$ cat src/rtl/regfile_wr_pkg.sv
// Shared types and default widths for the register-file write-port arbiter.
package regfile_wr_pkg;

    localparam int ADDR_W_DFLT = 5;
    localparam int DATA_W_DFLT = 32;

    typedef enum logic {
        NORMAL  = 1'b0,
        FAVOR_B = 1'b1
    } arb_state_t;

    // One writeback entry at the default widths.
    typedef struct packed {
        logic                   valid;
        logic [ADDR_W_DFLT-1:0] addr;
        logic [DATA_W_DFLT-1:0] data;
    } wb_entry_t;

endpackage

$ cat src/rtl/wb_skid_buf.sv
// One-entry writeback buffer: captures on valid&ready, empties when granted.
// Ready also asserts when the entry is granted this cycle, allowing one transfer per cycle.
module wb_skid_buf
    import regfile_wr_pkg::*;
#(
    parameter int ADDR_W = ADDR_W_DFLT,
    parameter int DATA_W = DATA_W_DFLT
) (
    input  logic              CLK,
    input  logic              RESET,
    input  logic              in_valid,
    input  logic [ADDR_W-1:0] in_addr,
    input  logic [DATA_W-1:0] in_data,
    input  logic              grant,
    output logic              ready,
    output logic              valid,
    output logic [ADDR_W-1:0] addr,
    output logic [DATA_W-1:0] data
);

    logic              valid_r;
    logic [ADDR_W-1:0] addr_r;
    logic [DATA_W-1:0] data_r;

    assign ready = ~RESET & (~valid_r | grant);
    assign valid = valid_r;
    assign addr  = addr_r;
    assign data  = data_r;

    // Entry storage: a refill on the granting edge replaces the old entry.
    always_ff @(posedge CLK) begin
        if (RESET) begin
            valid_r <= 1'b0;
            addr_r  <= '0;
            data_r  <= '0;
        end else if (in_valid && ready) begin
            valid_r <= 1'b1;
            addr_r  <= in_addr;
            data_r  <= in_data;
        end else if (grant) begin
            valid_r <= 1'b0;
        end
    end

endmodule

$ cat src/rtl/regfile_wr_arbiter.sv
// Arbitrates the register file's single write port between ALU (A) and load (B) writeback.
// Optional macro RWARB_BYPASS_EN adds a read-bypass lookup into the pending buffers.
module regfile_wr_arbiter
    import regfile_wr_pkg::*;
#(
    parameter int DATA_W   = DATA_W_DFLT,
    parameter int ADDR_W   = ADDR_W_DFLT,
    parameter int MAX_WAIT = 4
) (
    input  logic              CLK,
    input  logic              RESET,
`ifdef RWARB_BYPASS_EN
    input  logic [ADDR_W-1:0] RD_ADDR,
    output logic              RD_HIT,
    output logic [DATA_W-1:0] RD_DATA,
`endif
    input  logic              A_VALID,
    output logic              A_READY,
    input  logic [ADDR_W-1:0] A_ADDR,
    input  logic [DATA_W-1:0] A_DATA,
    input  logic              B_VALID,
    output logic              B_READY,
    input  logic [ADDR_W-1:0] B_ADDR,
    input  logic [DATA_W-1:0] B_DATA,
    output logic              WRITE,
    output logic [ADDR_W-1:0] INADDRESS,
    output logic [DATA_W-1:0] IN,
    output logic              BUSY
);

    logic              a_valid_s;
    logic [ADDR_W-1:0] a_addr_s;
    logic [DATA_W-1:0] a_data_s;
    logic              b_valid_s;
    logic [ADDR_W-1:0] b_addr_s;
    logic [DATA_W-1:0] b_data_s;
    logic              grant_a_s;
    logic              grant_b_s;
    logic              collide_s;
    arb_state_t        state_r;
    arb_state_t        state_nxt_s;
    logic [3:0]        wait_r;
    logic [3:0]        wait_nxt_s;

    wb_skid_buf #(.ADDR_W(ADDR_W), .DATA_W(DATA_W)) u_buf_a (
        .CLK      (CLK),
        .RESET    (RESET),
        .in_valid (A_VALID),
        .in_addr  (A_ADDR),
        .in_data  (A_DATA),
        .grant    (grant_a_s),
        .ready    (A_READY),
        .valid    (a_valid_s),
        .addr     (a_addr_s),
        .data     (a_data_s)
    );

    wb_skid_buf #(.ADDR_W(ADDR_W), .DATA_W(DATA_W)) u_buf_b (
        .CLK      (CLK),
        .RESET    (RESET),
        .in_valid (B_VALID),
        .in_addr  (B_ADDR),
        .in_data  (B_DATA),
        .grant    (grant_b_s),
        .ready    (B_READY),
        .valid    (b_valid_s),
        .addr     (b_addr_s),
        .data     (b_data_s)
    );

    // Same-register pair: the older load must land first so A's value survives.
    assign collide_s = a_valid_s & b_valid_s & (a_addr_s == b_addr_s) & (a_addr_s != '0);
    assign grant_b_s = ~RESET & b_valid_s & (~a_valid_s | collide_s | (state_r == FAVOR_B));
    assign grant_a_s = ~RESET & a_valid_s & ~grant_b_s;
    assign BUSY      = ~RESET & (a_valid_s | b_valid_s);

    // Arbitration state and starvation counter.
    always_ff @(posedge CLK) begin
        if (RESET) begin
            state_r <= NORMAL;
            wait_r  <= 4'd0;
        end else begin
            state_r <= state_nxt_s;
            wait_r  <= wait_nxt_s;
        end
    end

    // Next state: a B loss at MAX_WAIT-1 forces B's next grant.
    always_comb begin
        state_nxt_s = state_r;
        wait_nxt_s  = wait_r;
        if (!b_valid_s || grant_b_s) begin
            wait_nxt_s = 4'd0;
        end else if (grant_a_s) begin
            wait_nxt_s = wait_r + 4'd1;
        end else begin
            wait_nxt_s = wait_r;
        end
        case (state_r)
            NORMAL: begin
                if (grant_a_s && b_valid_s && (wait_r == 4'(MAX_WAIT - 1))) begin
                    state_nxt_s = FAVOR_B;
                end else begin
                    state_nxt_s = NORMAL;
                end
            end
            FAVOR_B: begin
                if (grant_b_s) begin
                    state_nxt_s = NORMAL;
                end else begin
                    state_nxt_s = FAVOR_B;
                end
            end
            default: state_nxt_s = NORMAL;
        endcase
    end

    // Write port: x0 entries are consumed silently with the port left idle.
    always_comb begin
        WRITE     = 1'b0;
        INADDRESS = '0;
        IN        = '0;
        if (grant_b_s && (b_addr_s != '0)) begin
            WRITE     = 1'b1;
            INADDRESS = b_addr_s;
            IN        = b_data_s;
        end else if (grant_a_s && (a_addr_s != '0)) begin
            WRITE     = 1'b1;
            INADDRESS = a_addr_s;
            IN        = a_data_s;
        end else begin
            WRITE     = 1'b0;
            INADDRESS = '0;
            IN        = '0;
        end
    end

`ifdef RWARB_BYPASS_EN
    // A is always written after B, so its value is the newer one.
    always_comb begin
        RD_HIT  = 1'b0;
        RD_DATA = '0;
        if ((RD_ADDR != '0) && a_valid_s && (a_addr_s == RD_ADDR)) begin
            RD_HIT  = 1'b1;
            RD_DATA = a_data_s;
        end else if ((RD_ADDR != '0) && b_valid_s && (b_addr_s == RD_ADDR)) begin
            RD_HIT  = 1'b1;
            RD_DATA = b_data_s;
        end else begin
            RD_HIT  = 1'b0;
            RD_DATA = '0;
        end
    end
`endif

endmodule

$ cat config.mk
export PLATFORM = sky130hd
export DESIGN_NAME = regfile_wr_arbiter
export DESIGN_NICKNAME = d
export VERILOG_FILES = /design/src/rtl/regfile_wr_pkg.sv /design/src/rtl/wb_skid_buf.sv /design/src/rtl/regfile_wr_arbiter.sv
export SDC_FILE = /design/constraint.sdc
export NUM_CORES = 1
export LEC_CHECK = 0
export CORE_MARGIN = 1.5
export CORE_UTILIZATION = 40
export DETAILED_ROUTE_END_ITERATION = 10
export PLACE_DENSITY = 0.72
export SETUP_SLACK_MARGIN = 0.1
export SYNTH_ARGS = -nofsm -noshare
export SYNTH_HDL_FRONTEND = slang
export SYNTH_SLANG_ARGS = --single-unit
$ cat constraint.sdc
create_clock -name CLK -period 3.1 [get_ports CLK]
set_input_delay 0.62 -clock CLK [delete_from_list [all_inputs] [get_ports CLK]]
set_output_delay 0.62 -clock CLK [all_outputs]
set_load 0.01 [all_outputs]
After elaboration in Yosys (flattened, before gate mapping)
Index checks and enable logic that the tools add are counted.
- add/subtract/negate cells: 1
- equal/unequal tests: 2
- multiplexer cells: 13
- bitwise logic cells: 20
- reduce and logical (&&, ||, !) cells: 13
- operators with widths (kind ; count):
    2-to-1 mux 32 bit ; 2
    AND 1 bit ; 10
    2-to-1 mux 5 bit ; 2
    nonzero test 5 bit ; 2
    2-to-1 mux 1 bit ; 8
    logical AND 1 bit ; 6
    equality test 5 bit ; 1
    NOT 1 bit ; 5
    OR 1 bit ; 5
    adder 4 x 1 -> 4 bit (second input constant) ; 1
    equality test 4 x 2 -> 1 bit (second input constant) ; 1
    nonzero test 2 bit ; 2
    one-hot mux 1 bit (2 select lines) ; 1
    OR reduction 2 bit ; 1
    logical NOT 1 bit ; 1
    logical OR 1 bit ; 1
- register bits after elaboration: 81
- logic and storage cells: 57

Longest topological paths before layout
Gate-level depths: netlist (run 1).
- depth in word-level cells: 12
- gate-level depth with buffers: 7
- depth with buffers taken out: 5

By module
From an unflattened synthesis (run 1), not the netlist that was laid out.
- cells, all modules: 501
- area, all modules: 4605.7 um^2
- modules (own cells, without submodules) (module ; instances ; cells each ; area each (um^2) ; seq. area each (um^2)):
    wb_skid_buf ; 2 ; 166 ; 1744.2 ; 760.7
    regfile_wr_arbiter ; 1 ; 169 ; 1117.3 ; 100.1

Least setup slack after synthesis (run 1)
No wires, ideal clock.
- path kind: input port to output port
- from: in RESET
- to: out IN[0]
- arrival time: 1.747 ns
- path slack: 0.733 ns
- stages on the path: 6
- buffers on the path: 1
- cell sequence: nor2b_1 -> nand4_1 -> o22ai_2 -> o21a_1 -> buf_2 -> a22o_1
- word-level cells in the longest chain between the ends: 8
- elaborated cells between the ends (all ways): 10
- ends and longest elaborated chain (item ; RTL line ; source):
    from (decl) ; regfile_wr_arbiter.sv:11 ; input logic RESET,
    NOT 1 bit * ; regfile_wr_arbiter.sv:73, regfile_wr_arbiter.sv:74 ;
    AND 1 bit (2 in a row) ; regfile_wr_arbiter.sv:73 ; assign grant_b_s = ~RESET & b_valid_s & (~a_valid_s | collide_s | (state_r == FAVOR_B));
    NOT 1 bit ; regfile_wr_arbiter.sv:74 ; assign grant_a_s = ~RESET & a_valid_s & ~grant_b_s;
    AND 1 bit ; regfile_wr_arbiter.sv:74 ;
    logical AND 1 bit ; regfile_wr_arbiter.sv:127 ; end else if (grant_a_s && (a_addr_s != '0)) begin
    2-to-1 mux 32 bit ; regfile_wr_arbiter.sv:127 ;
    2-to-1 mux 32 bit * ; regfile_wr_arbiter.sv:123 ; if (grant_b_s && (b_addr_s != '0)) begin
    to (decl) ; regfile_wr_arbiter.sv:27 ; output logic [DATA_W-1:0] IN,
Every way passes the cells marked *; elsewhere a longest branch is shown, timed or not.

Final worst setup path (run 1)
- from: reg u_buf_a.addr_r[0], in the netlist u_buf_a.addr[0]
- to: out IN[26]
- word-level cells in the longest chain between the ends: 11
- elaborated cells between the ends (all ways): 13
- ends and longest elaborated chain (item ; RTL line ; source):
    from (decl) ; wb_skid_buf.sv:22 ; logic [ADDR_W-1:0] addr_r;
    from (signal assigned) ; wb_skid_buf.sv:38 ; addr_r <= in_addr;
    equality test 5 bit ; regfile_wr_arbiter.sv:72 ; assign collide_s = a_valid_s & b_valid_s & (a_addr_s == b_addr_s) & (a_addr_s != '0);
    AND 1 bit (2 in a row) ; regfile_wr_arbiter.sv:72 ;
    OR 1 bit (2 in a row) ; regfile_wr_arbiter.sv:73 ;
    AND 1 bit ; regfile_wr_arbiter.sv:73 ;
    NOT 1 bit ; regfile_wr_arbiter.sv:74 ;
    AND 1 bit ; regfile_wr_arbiter.sv:74 ;
    logical AND 1 bit ; regfile_wr_arbiter.sv:127 ;
    2-to-1 mux 32 bit ; regfile_wr_arbiter.sv:127 ;
    2-to-1 mux 32 bit * ; regfile_wr_arbiter.sv:123 ;
Marks and branches as above.

==> results.tsv, run 1 <==
stage	metric	value	unit
worst_setup_path	WP data arrival	2.42	ns
grt	first-pass GRT wire length	15.7	mm
final_layout	final net count	565	
detailed_routing	WL/cell	15.7	um
detailed_routing	via count	3086	
clock_network	TritonCTS buffer count	9	
sta	max-slew violations	0	
placed_design	dpl cells	579	
final_layout	fill count	760	
power_and_ir_drop	LEAKAGE	2.27	nW
synth	Ys Warns	0	
grt	largest net degree at the start of global routing	44	
die	Die Y	96.8	um
clock_network	CTS tree	yes	
synth	synthesized area	0.00352	mm2
worst_setup_path	worst reg2reg path depth	7	
grt	total grt overflow	0	
sta	RSZ-0062 raised after global routing	true	
detailed_routing	Vias/cell	5.16	
worst_setup_path	WS Path Type	register to output port	
die	io pins	119	
detailed_routing	Antenna Nets Post-Route	0	
job	Max Cap Viol	0	
power_and_ir_drop	P per Cell Area	485	mW/mm2
detailed_routing	DRC	0	
worst_setup_path	CP endpoint kind	output port	
sta	worst-margin pin slew	0.450	ns
grt	vias in the first global route	3155	
sta	Max-slew headroom	0.699	
synth	Cell variety after synth	39	
clock_network	H-tree depth	3	
final_layout	Antenna diodes	0	
worst_setup_path	Critical Path Source Type	register	
final_layout	commonest non-fill, non-tap cells in the layout	nand2_1, clkdlybuf4s50_1, dfxtp_1	
sta	fin crit period	3.04	ns
die	initial core utilization	0.407	
detailed_routing	final WL	9.40	mm
status	outcome	complete, no violations	
grt	GR Util All Layers	0.206	
sta	Clock Skew	0.0118	ns
die	Die W	96.8	um
clock_network	Root Buffer	clkbuf_8	
die	Rows	34	
worst_setup_path	CP max stage delay	0.48	ns
detailed_routing	Initial DRC Count	97	
clock_network	Max Buffers Root-to-Sink	2	
synth	post-synthesis sequential area ratio	0.461	
final_layout	layout cell share with drive strength beyond 1	0.112	
final_layout	Post-Layout Cell Count	598	
sta	fmax	0.329	GHz
worst_setup_path	CP Cell Sequence	xnor2_1 -> nand3_1 -> o31ai_2 -> a21oi_4 -> buf_4 -> a22o_1 -> clkdlybuf4s50_1	
final_layout	most common cell after layout, fill and taps aside	nand2_1	
synth	Post-Synthesis Cells	362	
sta	setup violators final	0	
synth	syn nets	441	
detailed_routing	Detailed Routing Iterations Pass 1	6	
placed_design	GPL Wtd Cong	0.842	
worst_setup_path	CP required	2.48	ns
worst_setup_path	critical path peak fanout	10	
final_layout	P&R area growth vs syn	46.0	%
min_path	hold path cells	2	
worst_setup_path	CP max stage cell	clkdlybuf4s50_1	
sta	endpoints failing hold	0	
placed_design	PortBufs	118	
synth	mean post-synth cell area	9.72	um2
final_layout	post-route design area	0.00513	mm2
clock_network	Skew-Pair Late Insertion Delay	0.35	ns
grt	initial antenna violation count	0	
clock_network	Clk pin slew, worst setup/hold paths	0.08	ns
placed_design	hpwl dp	6.35	mm
min_path	Hold WC Path Type	register to register	
clock_network	CTS Sinks	81	
die	total core area	0.00864	mm2
placed_design	Cell Area, Placed	0.00484	mm2
power_and_ir_drop	maximum VDD drop	0.243	mV
die	area of the die	0.00936	mm2
sta	Final Cycle Share	0.979	
synth	register bit total from synthesis	81	
[logic make-up (layout without fill, tap and decap cells)]
kind of cell,after synthesis,after routing,share of synthesized area
xor gates and xnor gates,6,6,0.0149
adders and majority gates,1,1,0.00356
muxes,37,37,0.105
buffers and inverters,30,158,0.0562
and+or+nand+nor,113,113,0.137
DFF,81,81,0.461
AOI/OAI and AO/OA,94,94,0.222
[metal layers]
metal / track usage / routed length, um / vias up
li1: - / - / 1539
met2: 0.346 / 4570 / 98
met5: 0 / 0 / -
met3: 0.0636 / 639 / 8
met4: 0.0602 / 91 / 0
met1: 0.254 / 4090 / 1441
[area by class of cell]
cell class,instances,area [um2],share of cell area
timing repair buffer,140,1370,0.266
inverter,3,11.3,0.00219
multi-input combinational,251,1760,0.344
tap,108,135,0.0263
clock buffer,10,128,0.0249
sequential,81,1630,0.317
clock inverter,5,104,0.0202
[flip-flops by register name (all words and copies together), names as in the netlist]
signal,count
u_buf_a.data,32
u_buf_b.data,32
u_buf_a.addr,5
u_buf_b.addr,5
wait_r,4
state_r,1
u_buf_a.valid,1
u_buf_b.valid,1
[final timing paths]
path	endpoint	from	slack, ns
hold reg to reg	u_buf_a.data[9]$_SDFFE_PP0P_	u_buf_a.data[9]$_SDFFE_PP0P_	0.46
setup reg to reg	u_buf_b.addr[4]$_SDFFE_PP0P_	u_buf_a.addr[4]$_SDFFE_PP0P_	1.13
hold / removal	u_buf_a.data[9]$_SDFFE_PP0P_	u_buf_a.data[9]$_SDFFE_PP0P_	0.46
setup / recovery	IN[26]	u_buf_a.addr[0]$_SDFFE_PP0P_	0.06
[synthesized netlist by cell type]
library cell	number	area, um2
mux2i_1	37	370
a21oi_1	6	30.0
nor2_1	8	30.0
o21ai_2	1	8.76
buf_2	7	35.0
a211oi_2	1	12.5
or4_1	1	7.51
o22ai_2	1	12.5
nand3_1	1	5.00
o31ai_1	1	7.51
o21ai_0	9	45.0
or3_1	2	12.5
and3_1	1	6.26
buf_6	2	22.5
dlygate4sd1_1	1	8.76
a211o_1	1	8.76
nand4_1	2	12.5
dfxtp_1	81	1620
o21a_1	1	7.51
a21o_1	1	7.51
o211ai_2	1	12.5
xor2_1	2	17.5
ha_1	1	12.5
nor3b_4	1	18.8
clkbuf_1	11	41.3
buf_1	1	3.75
buf_12	2	40.0
or2_2	1	6.26
nor2b_1	3	18.8
or4bb_1	1	11.3
nor3_2	1	10.0
xnor2_1	4	35.0
buf_8	1	15.0
a22o_1	69	604
a2111oi_2	1	15.0
inv_1	3	11.3
nand2_1	91	342
dlygate4sd3_1	2	20.0
o32a_1	1	10.0
[power breakdown]
part           switching [mW]  internal, mW  total [mW]
registers              0.0507          1.11        1.16
logic                   0.184         0.235       0.419
clock network           0.377         0.533       0.910
[critical path, delay by kind of cell, from the launching register on]
kind,cells,cell delay [ns]
buffers and inverters,2,0.67
AOI/OAI and AO/OA,3,0.60
xor gates and xnor gates,1,0.19
DFF,1,0.44
and+or+nand+nor,1,0.17
[timing repair]
action | 4_1_cts | 5_1_grt
buffers inserted | 2 | 1
resized for setup | 40 | 3
hold buffers | 0 | 0
gates cloned | 1 | 0
setup endpoints to repair | 38 | 20
pin swaps | 2 | 1
[per-stage QoR]
step | setup slack (ns) | utilization | power [mW] | hold WS (ns) | TNS [ns]
2_1_floorplan | 0.733 | - | 1.40 | 0.438 | 0
3_3_place_gp | -0.126 | 0.560 | 1.58 | 0.444 | -3.60
3_5_place_dp | -0.169 | 0.560 | 1.59 | 0.453 | -4.74
4_1_cts | 0.0260 | 0.593 | 2.51 | 0.465 | 0
5_1_grt | -0.0681 | 0.595 | 2.61 | 0.485 | -0.341
6_report | 0.0643 | 0.595 | 2.49 | 0.459 | 0
(Power assumes the default switching activity.)
==> inputs of run 2 (changes only) <==
- CORE_UTILIZATION: 40 -> 49
- PLACE_DENSITY: 0.72 -> 0.85
- clock period: 3.1 -> 3.75 ns (I/O delays scaled with it)
==> results.tsv, run 2 (synthesis gave the netlist of run 1 again) <==
stage	metric	value	unit
sta	Post-Route Setup TNS	0	ns
placed_design	hpwl dp	6.23	mm
final_layout	layout cell share with drive strength beyond 1	0.0771	
placed_design	GPL Wtd Cong	0.866	
worst_setup_path	WP data arrival	2.76	ns
grt	total grt overflow	0	
clock_network	CTS Sinks	81	
sta	max-slew violations	0	
final_layout	Post-Layout Cell Count	576	
grt	largest net degree at the start of global routing	47	
final_layout	most common cell after layout, fill and taps aside	clkdlybuf4s50_1	
sta	setup violators final	0	
die	Die W	87.7	um
clock_network	Skew-Pair Late Insertion Delay	0.34	ns
worst_setup_path	CP max stage delay	0.54	ns
job	Max Cap Viol	0	
clock_network	Clk pin slew, worst setup/hold paths	0.08	ns
sta	fin crit period	3.51	ns
sta	worst-margin pin slew	0.875	ns
worst_setup_path	CP required	3.00	ns
clock_network	TritonCTS buffer count	9	
detailed_routing	via count	3088	
die	io pins	119	
die	initial core utilization	0.512	
worst_setup_path	CP endpoint kind	output port	
power_and_ir_drop	maximum VDD drop	0.198	mV
worst_setup_path	CP dominant cell by count	clkdlybuf4s50_1	
placed_design	dpl cells	561	
final_layout	final net count	555	
min_path	Hold WC Path Type	register to register	
sta	endpoints failing hold	0	
worst_setup_path	Buf/Inv on CP	3	
detailed_routing	WL/cell	15.5	um
detailed_routing	Initial DRC Count	143	
clock_network	Root Buffer	clkbuf_8	
worst_setup_path	Critical Path Source Type	primary input	
detailed_routing	DRC	0	
die	total core area	0.00687	mm2
die	Rows	30	
detailed_routing	Antenna Nets Post-Route	0	
clock_network	Max Buffers Root-to-Sink	2	
sta	fmax	0.285	GHz
die	area of the die	0.00769	mm2
final_layout	P&R area growth vs syn	42.1	%
grt	vias in the first global route	3026	
power_and_ir_drop	P per Cell Area	408	mW/mm2
sta	Clock Skew	0.00966	ns
power_and_ir_drop	LEAKAGE	2.03	nW
grt	first-pass GRT wire length	14.3	mm
worst_setup_path	WS Path Type	primary input to output port	
detailed_routing	Detailed Routing Iterations Pass 1	5	
detailed_routing	Vias/cell	5.36	
worst_setup_path	critical path's top delay family	buffers and inverters	
worst_setup_path	CP max stage cell	clkdlybuf4s50_1	
grt	GR Util All Layers	0.239	
sta	Max-slew headroom	0.417	
clock_network	CTS tree	yes	
sta	Final Cycle Share	0.936	
grt	initial antenna violation count	0	
clock_network	Hold Buf Count CTS	0	
detailed_routing	final WL	8.90	mm
worst_setup_path	CP Cell Sequence	clkdlybuf4s50_1 -> nor2b_1 -> nand4_1 -> o22ai_2 -> o21a_1 -> buf_4 -> a22o_1 -> clkdlybuf4s50_1	
status	outcome	complete, no violations	
placed_design	PortBufs	118	
worst_setup_path	critical path peak fanout	14	
final_layout	Antenna diodes	0	
die	Die Y	87.7	um
sta	RSZ-0062 raised after global routing	false	
final_layout	commonest non-fill, non-tap cells in the layout	clkdlybuf4s50_1, nand2_1, dfxtp_1	
clock_network	H-tree depth	3	
## run 2: worst paths after layout
path / startpoint / to / slack [ns] / cells after the start
min: u_buf_a.data[15]$_SDFFE_PP0P_ / u_buf_a.data[15]$_SDFFE_PP0P_ / 0.46 / 2
max: RESET / IN[28] / 0.24 / 8
max reg2reg: u_buf_a.addr[4]$_SDFFE_PP0P_ / u_buf_b.data[10]$_SDFFE_PP0P_ / 1.58 / 6
min reg2reg: u_buf_a.data[15]$_SDFFE_PP0P_ / u_buf_a.data[15]$_SDFFE_PP0P_ / 0.46 / 2
## run 2: layer usage
layer,wire length (um),track usage
met1,3940,0.308
met4,87,0.0866
met5,0,0
met2,4260,0.387
met3,611,0.0613
## run 2: cell type report
class | instances | area, um2
clock inverters | 5 | 104
inverters | 3 | 11.3
clock buffers | 10 | 128
fillers | 521 | 1870
repair buffers | 130 | 1300
well taps | 96 | 120
flip-flops and latches | 81 | 1620
multi-input cells | 251 | 1710
## run 2: timing repair
action / in CTS / in global routing
setup buffers: 0 / 0
setup endpoints to repair: 0 / 4
resized for setup: 0 / 1
## run 2: worst min-delay path: stages, from the launching register on
cell	delay (ns)
dfxtp_1	0.31
nand2_1	0.05
mux2i_1	0.05
## run 2: metrics by stage
step	area (um2)	util	power, mW	hold slack (ns)	setup slack (ns)
after floorplan	3520	-	1.16	0.438	1.12
after CTS	4990	0.727	2.05	0.462	0.241
after global placement	4760	0.693	1.30	0.444	0.276
after detailed placement	4760	0.693	1.31	0.451	0.232
final	5000	0.728	2.04	0.458	0.242
after global routing	5000	0.728	2.12	0.483	0.133
## run 2: power by group
group | switching, mW | internal [mW]
logic | 0.146 | 0.185
registers | 0.0397 | 0.919
clock network | 0.306 | 0.440
